[config.mk]
export PLATFORM = sky130hd
export DESIGN_NAME = uart_config_rx
export DESIGN_NICKNAME = d
export VERILOG_FILES = /design/src/rtl/uart_config_rx_pkg.sv /design/src/rtl/uart_rx_byte.sv /design/src/rtl/uart_config_rx.sv
export SDC_FILE = /design/constraint.sdc
export NUM_CORES = 1
export LEC_CHECK = 0
export BUFFER_PORTS_ARGS = -buffer_cell sky130_fd_sc_hd__clkbuf_2
export CAP_MARGIN = 20
export CORE_UTILIZATION = 60
export DETAILED_ROUTE_END_ITERATION = 12
export PLACE_DENSITY = 0.92
export SKIP_CTS_REPAIR_TIMING = 1
export SYNTH_ARGS = -nofsm -noshare
export SYNTH_HDL_FRONTEND = slang
export SYNTH_HIERARCHICAL = 1
export SYNTH_SLANG_ARGS = --single-unit
export TNS_END_PERCENT = 100
[constraint.sdc]
create_clock -name clk -period 3.6 [get_ports clk]
set_input_delay 0.72 -clock clk [delete_from_list [all_inputs] [get_ports clk]]
set_output_delay 0.72 -clock clk [all_outputs]
set_load 0.03 [all_outputs]
[src/rtl/uart_config_rx_pkg.sv]
// Shared parser states, config word layout and checksum helpers for uart_config_rx.
// Build option: UART_CFG_RANGE_CHECK_EN enables field range rejection in the top.
package uart_config_rx_pkg;

    typedef enum logic [1:0] {
        HUNT,
        DATA,
        CHK
    } psm_t;

    typedef enum logic [1:0] {
        RX_IDLE,
        RX_START,
        RX_BITS,
        RX_STOP
    } rsm_t;

    localparam int POS_MSB  = 31;
    localparam int PCT_MSB  = 23;
    localparam int SPDH_MSB = 15;
    localparam int SPDL_MSB = 7;

    localparam logic [7:0] PCT_MAX = 8'd100;

    function automatic logic [7:0] cfg_sum(input logic [31:0] w);
        return w[POS_MSB -: 8] ^ w[PCT_MSB -: 8] ^
               w[SPDH_MSB -: 8] ^ w[SPDL_MSB -: 8];
    endfunction

    function automatic logic cfg_in_range(input logic [31:0] w);
        return (w[PCT_MSB -: 8] <= PCT_MAX) &&
               (w[POS_MSB -: 8] <= 8'd1);
    endfunction

endpackage

[src/rtl/uart_rx_byte.sv]
// 8N1 byte receiver: 2-FF synchronizer, start recheck at half bit,
// mid-bit sampling, one-cycle strobe or frame error after the stop sample.
module uart_rx_byte #(
    parameter int CLK_DIV = 87
) (
    input  logic       clk,
    input  logic       nRst,
    input  logic       uRx,
    output logic [7:0] byteData,
    output logic       byteStb,
    output logic       frameErr
);
    import uart_config_rx_pkg::*;

    localparam logic [11:0] HALF = 12'(CLK_DIV / 2 - 1);
    localparam logic [11:0] FULL = 12'(CLK_DIV - 1);

    logic        s1, s2, sp;
    rsm_t        st, stN;
    logic [11:0] cnt, cntN;
    logic [2:0]  bitI, bitIN;
    logic [7:0]  shf, shfN;
    logic        stbN, errN;

    always_ff @(posedge clk or negedge nRst) begin
        if (!nRst) begin
            s1 <= 1'b1;
            s2 <= 1'b1;
            sp <= 1'b1;
        end else begin
            s1 <= uRx;
            s2 <= s1;
            sp <= s2;
        end
    end

    always_comb begin
        stN   = st;
        cntN  = cnt + 12'd1;
        bitIN = bitI;
        shfN  = shf;
        stbN  = 1'b0;
        errN  = 1'b0;
        unique case (st)
            RX_IDLE: begin
                cntN = '0;
                if (sp && !s2) stN = RX_START;
            end
            RX_START: begin
                if (cnt == HALF) begin
                    cntN  = '0;
                    bitIN = '0;
                    stN   = s2 ? RX_IDLE : RX_BITS;
                end
            end
            RX_BITS: begin
                if (cnt == FULL) begin
                    cntN  = '0;
                    shfN  = {s2, shf[7:1]};
                    bitIN = bitI + 3'd1;
                    if (bitI == 3'd7) stN = RX_STOP;
                end
            end
            RX_STOP: begin
                if (cnt == FULL) begin
                    cntN = '0;
                    stN  = RX_IDLE;
                    stbN = s2;
                    errN = !s2;
                end
            end
            default: stN = RX_IDLE;
        endcase
    end

    always_ff @(posedge clk or negedge nRst) begin
        if (!nRst) begin
            st       <= RX_IDLE;
            cnt      <= '0;
            bitI     <= '0;
            shf      <= '0;
            byteStb  <= 1'b0;
            frameErr <= 1'b0;
        end else begin
            st       <= stN;
            cnt      <= cntN;
            bitI     <= bitIN;
            shf      <= shfN;
            byteStb  <= stbN;
            frameErr <= errN;
        end
    end

    assign byteData = shf;

endmodule

[src/rtl/uart_config_rx.sv]
// UART config frame receiver: HEADER, 4 data bytes MSB first, XOR checksum.
// Build option: define UART_CFG_RANGE_CHECK_EN to reject out-of-range fields.
module uart_config_rx #(
    parameter int         CLK_DIV     = 87,
    parameter logic [7:0] HEADER      = 8'hA5,
    parameter int         TIMEOUT_CYC = 100000
) (
    input  logic        clk,
    input  logic        nRst,
    input  logic        uRx,
    input  logic [31:0] busDefault,
    output logic [31:0] busNow,
    output logic        cfgValid,
    output logic        cfgErr
);
    import uart_config_rx_pkg::*;

    localparam int TW = $clog2(TIMEOUT_CYC + 1);
    localparam logic [TW-1:0] TLIM = TW'(TIMEOUT_CYC - 1);

    logic [7:0]    byteData;
    logic          byteStb, frameErr;
    psm_t          ps, psN;
    logic [1:0]    idx, idxN;
    logic [31:0]   shadow, shN, active, actN;
    logic          loaded, ldN;
    logic [TW-1:0] tmo, tmoN;
    logic          vN, eN, okRange;

    uart_rx_byte #(
        .CLK_DIV(CLK_DIV)
    ) u_rx (
        .clk     (clk),
        .nRst    (nRst),
        .uRx     (uRx),
        .byteData(byteData),
        .byteStb (byteStb),
        .frameErr(frameErr)
    );

`ifdef UART_CFG_RANGE_CHECK_EN
    assign okRange = cfg_in_range(shadow);
`else
    assign okRange = 1'b1;
`endif

    always_comb begin
        psN  = ps;
        idxN = idx;
        shN  = shadow;
        actN = active;
        ldN  = loaded;
        vN   = 1'b0;
        eN   = 1'b0;
        tmoN = (ps == HUNT) ? '0 : tmo + TW'(1);
        if (frameErr) begin
            psN  = HUNT;
            shN  = '0;
            tmoN = '0;
            eN   = 1'b1;
        end else if (byteStb) begin
            // a byte arriving on the expiry cycle takes priority
            tmoN = '0;
            unique case (ps)
                HUNT: begin
                    if (byteData == HEADER) begin
                        psN  = DATA;
                        idxN = '0;
                    end
                end
                DATA: begin
                    shN  = {shadow[23:0], byteData};
                    idxN = idx + 2'd1;
                    if (idx == 2'd3) psN = CHK;
                end
                CHK: begin
                    psN = HUNT;
                    if (byteData == cfg_sum(shadow) && okRange) begin
                        actN = shadow;
                        ldN  = 1'b1;
                        vN   = 1'b1;
                    end else begin
                        eN = 1'b1;
                    end
                end
                default: psN = HUNT;
            endcase
        end else if (ps != HUNT && tmo == TLIM) begin
            psN  = HUNT;
            shN  = '0;
            tmoN = '0;
            eN   = 1'b1;
        end
    end

    always_ff @(posedge clk or negedge nRst) begin
        if (!nRst) begin
            ps       <= HUNT;
            idx      <= '0;
            shadow   <= '0;
            active   <= '0;
            loaded   <= 1'b0;
            tmo      <= '0;
            cfgValid <= 1'b0;
            cfgErr   <= 1'b0;
        end else begin
            ps       <= psN;
            idx      <= idxN;
            shadow   <= shN;
            active   <= actN;
            loaded   <= ldN;
            tmo      <= tmoN;
            cfgValid <= vN;
            cfgErr   <= eN;
        end
    end

    assign busNow = loaded ? active : busDefault;

endmodule

# Yosys cells after proc, flatten, opt, wreduce, memory -nomap -nowiden
# Index checks and enable logic that the tools add are counted.
[totals] elab_cells=106 register_bits=118 ram_bits=0 memories=0 romBits=0 latch_bits=0
[classes] shift=0 bitwise_logic=4 order_cmp=0 mul=0 mux=43 n_eq_ne=21 n_addsub=4 n_reduce_logical=17 div=0
[ops] cell="$mux W32" count=5
[ops] cell="$mux W17" count=4
[ops] cell="$pmux W12 S3" count=1
[ops] cell="$mux W12" count=2
[ops] cell="$mux W2" count=12
[ops] cell="$xor A8 B8 Y8" count=3
[ops] cell="$add A17 B1 Y17 const B" count=1
[ops] cell="$eq A17 B17 Y1 const B" count=1
[ops] cell="$mux W1" count=13
[ops] cell="$add A12 B1 Y12 const B" count=1
[ops] cell="$eq A12 B6 Y1 const B" count=1
[ops] cell="$eq A12 B7 Y1 const B" count=1
[ops] cell="$ne A2 B1 Y1 const B" count=6
[ops] cell="$eq A2 B2 Y1 const B" count=4
[ops] cell="$eq A8 B8 Y1" count=1
[ops] cell="$eq A8 B8 Y1 const B" count=1
[ops] cell="$ne A4 B4 Y1 const B" count=2
[ops] cell="$pmux W2 S2" count=2
[ops] cell="$pmux W2 S4" count=1
[ops] cell="$reduce_and A4 Y1" count=2
[ops] cell="$mux W3" count=2
[ops] cell="$pmux W3 S2" count=1
[ops] cell="$reduce_and A3 Y1" count=2
[ops] cell="$reduce_bool A2 Y1" count=3
[ops] cell="13 further kinds" count=17

# Logic depth before layout (Yosys ltp)
[logic_depth] depth_word=8 depth_mapped=7

# By module
# Netlist, hierarchy kept.
[by_module_without_submodules] mod="uart_config_rx" area_per_inst_um2=4267.8 cells_each=315 n_inst=1 seq_area_each_um2=2202.1
[by_module_without_submodules] mod="uart_rx_byte" area_per_inst_um2=1401.3 cells_each=122 n_inst=1 seq_area_each_um2=754.5

# Worst setup path before layout
# OpenSTA, ideal clock, no wires.
[synth_timing] kind="reg-to-reg" startpoint="register shadow[16]" endpoint="register active[0]" arrival_time_ns=1.972 path_stages_with_launch=8 path_slack_ns=1.503 cell_sequence="dfrtp_1 xnor3_1 xnor2_1 nand4_1 or3_1 buf_6 buf_6 mux2_4"
[synth_between] elab_chain_cells=5
[synth_rtl] item="from (decl)" line="uart_config_rx.sv:25" rtl="logic [31:0] shadow, shN, active, actN;"
[synth_rtl] item="from (signal assigned)" line="uart_config_rx.sv:109" rtl="shadow <= shN;"
[synth_rtl] item="$xor A8 B8 Y8 (2 in series)" line="uart_config_rx_pkg.sv:26" rtl="return w[POS_MSB -: 8] ^ w[PCT_MSB -: 8] ^"
[synth_rtl] item="$xor A8 B8 Y8" line="uart_config_rx_pkg.sv:27" rtl="w[SPDH_MSB -: 8] ^ w[SPDL_MSB -: 8];"
[synth_rtl] item="$eq A8 B8 Y1" line="uart_config_rx.sv:78" rtl="if (byteData == cfg_sum(shadow) && okRange) begin"
[synth_rtl] item="$reduce_and A4 Y1 (no source line)"
[synth_rtl] item="to (signal assigned)" line="uart_config_rx.sv:110" rtl="active <= actN;"
[synth_rtl] item="to (decl)" line="uart_config_rx.sv:25"
# Every way passes these cells.
# A chain may end at the register's enable or synchronous reset.

# Worst setup path in the final report
[layout_timing] startpoint="register shadow[17]" endpoint="register active[23]"
# The elaborated chain is that of the path after synthesis.

==> reports/metrics.cfg <==
[clocking]
cts_buffers = 17
path_clk_slew_ns = 0.06
clock_sinks = 118
cts-htree-levels = 4
cts_tree = done
clockRootBuffer = clkbuf_8
cts.path.max_buffers = 2
clk_latency_ns = 0.52

[sta]
whs_ns = 0.286
hold_viol = 0
rsz0062_at_grt = false
setup_viol = 0
relSlewSlack_pct = 31.1
tightest_slew_ns = 1.03
finalClockSkew_ns = 0.0107
period_minus_slack_ns = 2.81
fin_setup_tns_ns = 0
layout_worst_path_cycle_share_pct = 78.0
timing.fmax_mhz = 356
fin_ws_ns = 0.791
maxSlewViolCount = 0

[critical_path]
crit_path_start_kind = flop
critPathRequiredTime_ns = 3.99
path_cells = xnor3_1, xnor2_1, nand4_1, or3_2, mux2_1
critPathMaxFanout = 34
cp_slowest_cell = or3_2
ff2ff_setup_slack_ns = 0.79
cp-end-kind = flop
critPathKind = reg -> reg
crit_arrival_ns = 3.20
critPathMaxStageDelay_ns = 0.93

[floorplanning]
dieArea_sq_um = 9840
die_w_um = 99.2
io_pins = 69
row_count = 35
die_h_um = 99.2
coreArea_sq_um = 9200
floorplan.initialDensity_pct = 61.6

[synthesis]
ys_top_cells_by_area = dfrtp_1 (51%), mux2_2 (8.1%), mux2_4 (7.4%)
syn-num-nets = 478
ys.flop_type = dfrtp_1
ys_warn_count = 6
netlist_instances = 437
synth-edff-count = 0
yosysTopAreaCell = dfrtp_1
synth_common_cells = dfrtp_1 (115), mux2_2 (41), a22o_1 (34)
netlist-cell-type-count = 46
ys_async_sr_fraction_pct = 100
syn_area_sq_um = 5670
yosysTopAreaCellShare_pct = 50.8
ys_ff_latch = 118
ys_seq_area_share_pct = 52.2
synth_most_common_cell = dfrtp_1
synth.avg_cell_area_sq_um = 13.0

[drt]
drt-initial-drc-count = 159
wire_per_inst_um = 18.5
via_per_inst = 5.89
top_layer = met4
routed_wl_mm = 11.8
wl_met1_mm = 4.90
dr_wl_met3_um = 455
dr_wl_met2_mm = 6.20
antenna_left = 0
vias = 3755
first_pass_iters = 4
drcViolationCount = 0

[placement]
place_congestion = 0.898
io_buffers = 68
dp_hpwl_mm = 7.75
dpl_worst_slack_ns = 0.843

[run]
max_cap_viol_count = 0

[global_route]
grt_overflow = 0
grt_max_degree = 67
grt_pass1_vias = 3857
antenna_found_initial = 0
grt.total_usage_pct = 25.8
grt_pass1_wl_mm = 19.4

[cells_and_area]
n_antenna_cell = 0
fin_util_pct = 72.1
post_route_cells_drive_above_1_share_pct = 34.6
area_delta_synth_final_pct = 16.9
finalNetCount = 554
fillers = 562

[hold_path]
hp-class = in -> reg

[power]
p_leak_nw = 3.21
p_per_area_nw_per_um2 = 495
peakVddDrop_v = 0.000392

[status]
outcome = finished, final reports clean

[state kept, by name, summed over array words and instances, names as in the netlist, named ones only]
signal         count
u_rx/cnt          12
loaded             1
shadow            32
u_rx/byteData      8
tmo               17
u_rx/s2            1
u_rx/frameErr      1
active            32
idx                2
u_rx/s1            1
u_rx/byteStb       1
u_rx/sp            1
ps                 2
cfgErr             1
u_rx/bitI          3
u_rx/st            1
cfgValid           1
[kinds of logic (layout without fill, tap and decap cells)]
kind of cell	after synthesis	in the layout	synth area share [%]
fa+ha+maj	6	6	1.32
flops	118	118	52.2
mux	74	74	16.5
compound gates	54	54	7.35
xor+xnor	49	49	9.51
buf+inv	26	115	2.41
simple gates	110	110	10.7
[stage by stage]
stage / power (W) / cells / cell area [sq um]
final: 0.00328 / 637 / 6630
after global routing: 0.00340 / 637 / 6630
after CTS: 0.00330 / 636 / 6620
after floorplan: 0.00168 / 437 / 5670
after detailed placement: 0.00179 / 604 / 6090
after global placement: 0.00177 / 604 / 6090
[metal layers]
metal | GRT usage, % | vias to the layer above
met2 | 43.8 | 118
li1 | - | 1717
met1 | 31.5 | 1902
met3 | 6.54 | 18
met4 | 11.1 | 0
met5 | 0 | -
[final timing paths]
path,startpoint,endpoint,depth (start not counted)
max reg2reg,shadow[17]$_DFFE_PN0P_,active[23]$_DFFE_PN0P_,5
max,shadow[17]$_DFFE_PN0P_,active[23]$_DFFE_PN0P_,5
max in group asynchronous,nRst,active[30]$_DFFE_PN0P_,2
min reg2reg,u_rx/s1$_DFF_PN1_,u_rx/s2$_DFF_PN1_,0
min,uRx,u_rx/s1$_DFF_PN1_,1
min in group asynchronous,nRst,active[3]$_DFFE_PN0P_,1
[critical path: cells and delay by family, from the launching register on]
kind / cells / cell delay, ns
xor gates and xnor gates: 2 / 0.64
DFF: 1 / 0.43
muxes: 1 / 0.48
and+or+nand+nor: 2 / 1.10
[report_power, final]
group	total, W	internal, W	switching, W
clock	0.00151	0.000907	0.000600
combinational	0.000324	0.000123	0.000201
sequential	0.00145	0.00138	0.0000716
[area by class of cell]
class | count | area, sq um | area share (%)
clock buffers | 19 | 422 | 6.36
clock inverters | 13 | 109 | 1.64
inverters | 9 | 33.8 | 0.510
multi-input cells | 293 | 2580 | 38.9
flip-flops and latches | 118 | 2960 | 44.6
well taps | 111 | 139 | 2.10
repair buffers | 74 | 388 | 5.85
[layout by cell type (no fill, tap or decap), drive strengths merged, types with 7 or more instances in the layout]
cell | Yosys | final
a21oi | 7 | 7
xnor2 | 27 | 27
buf | 7 | 7
xnor3 | 8 | 8
nor2 | 31 | 31
inv | 9 | 10
xor2 | 14 | 14
a22o | 34 | 34
mux2 | 73 | 73
nand4 | 7 | 7
nand3 | 15 | 15
dfrtp | 115 | 115
nor3 | 12 | 12
clkbuf | 10 | 86
nand2 | 14 | 14
(Power assumes the default switching activity.)
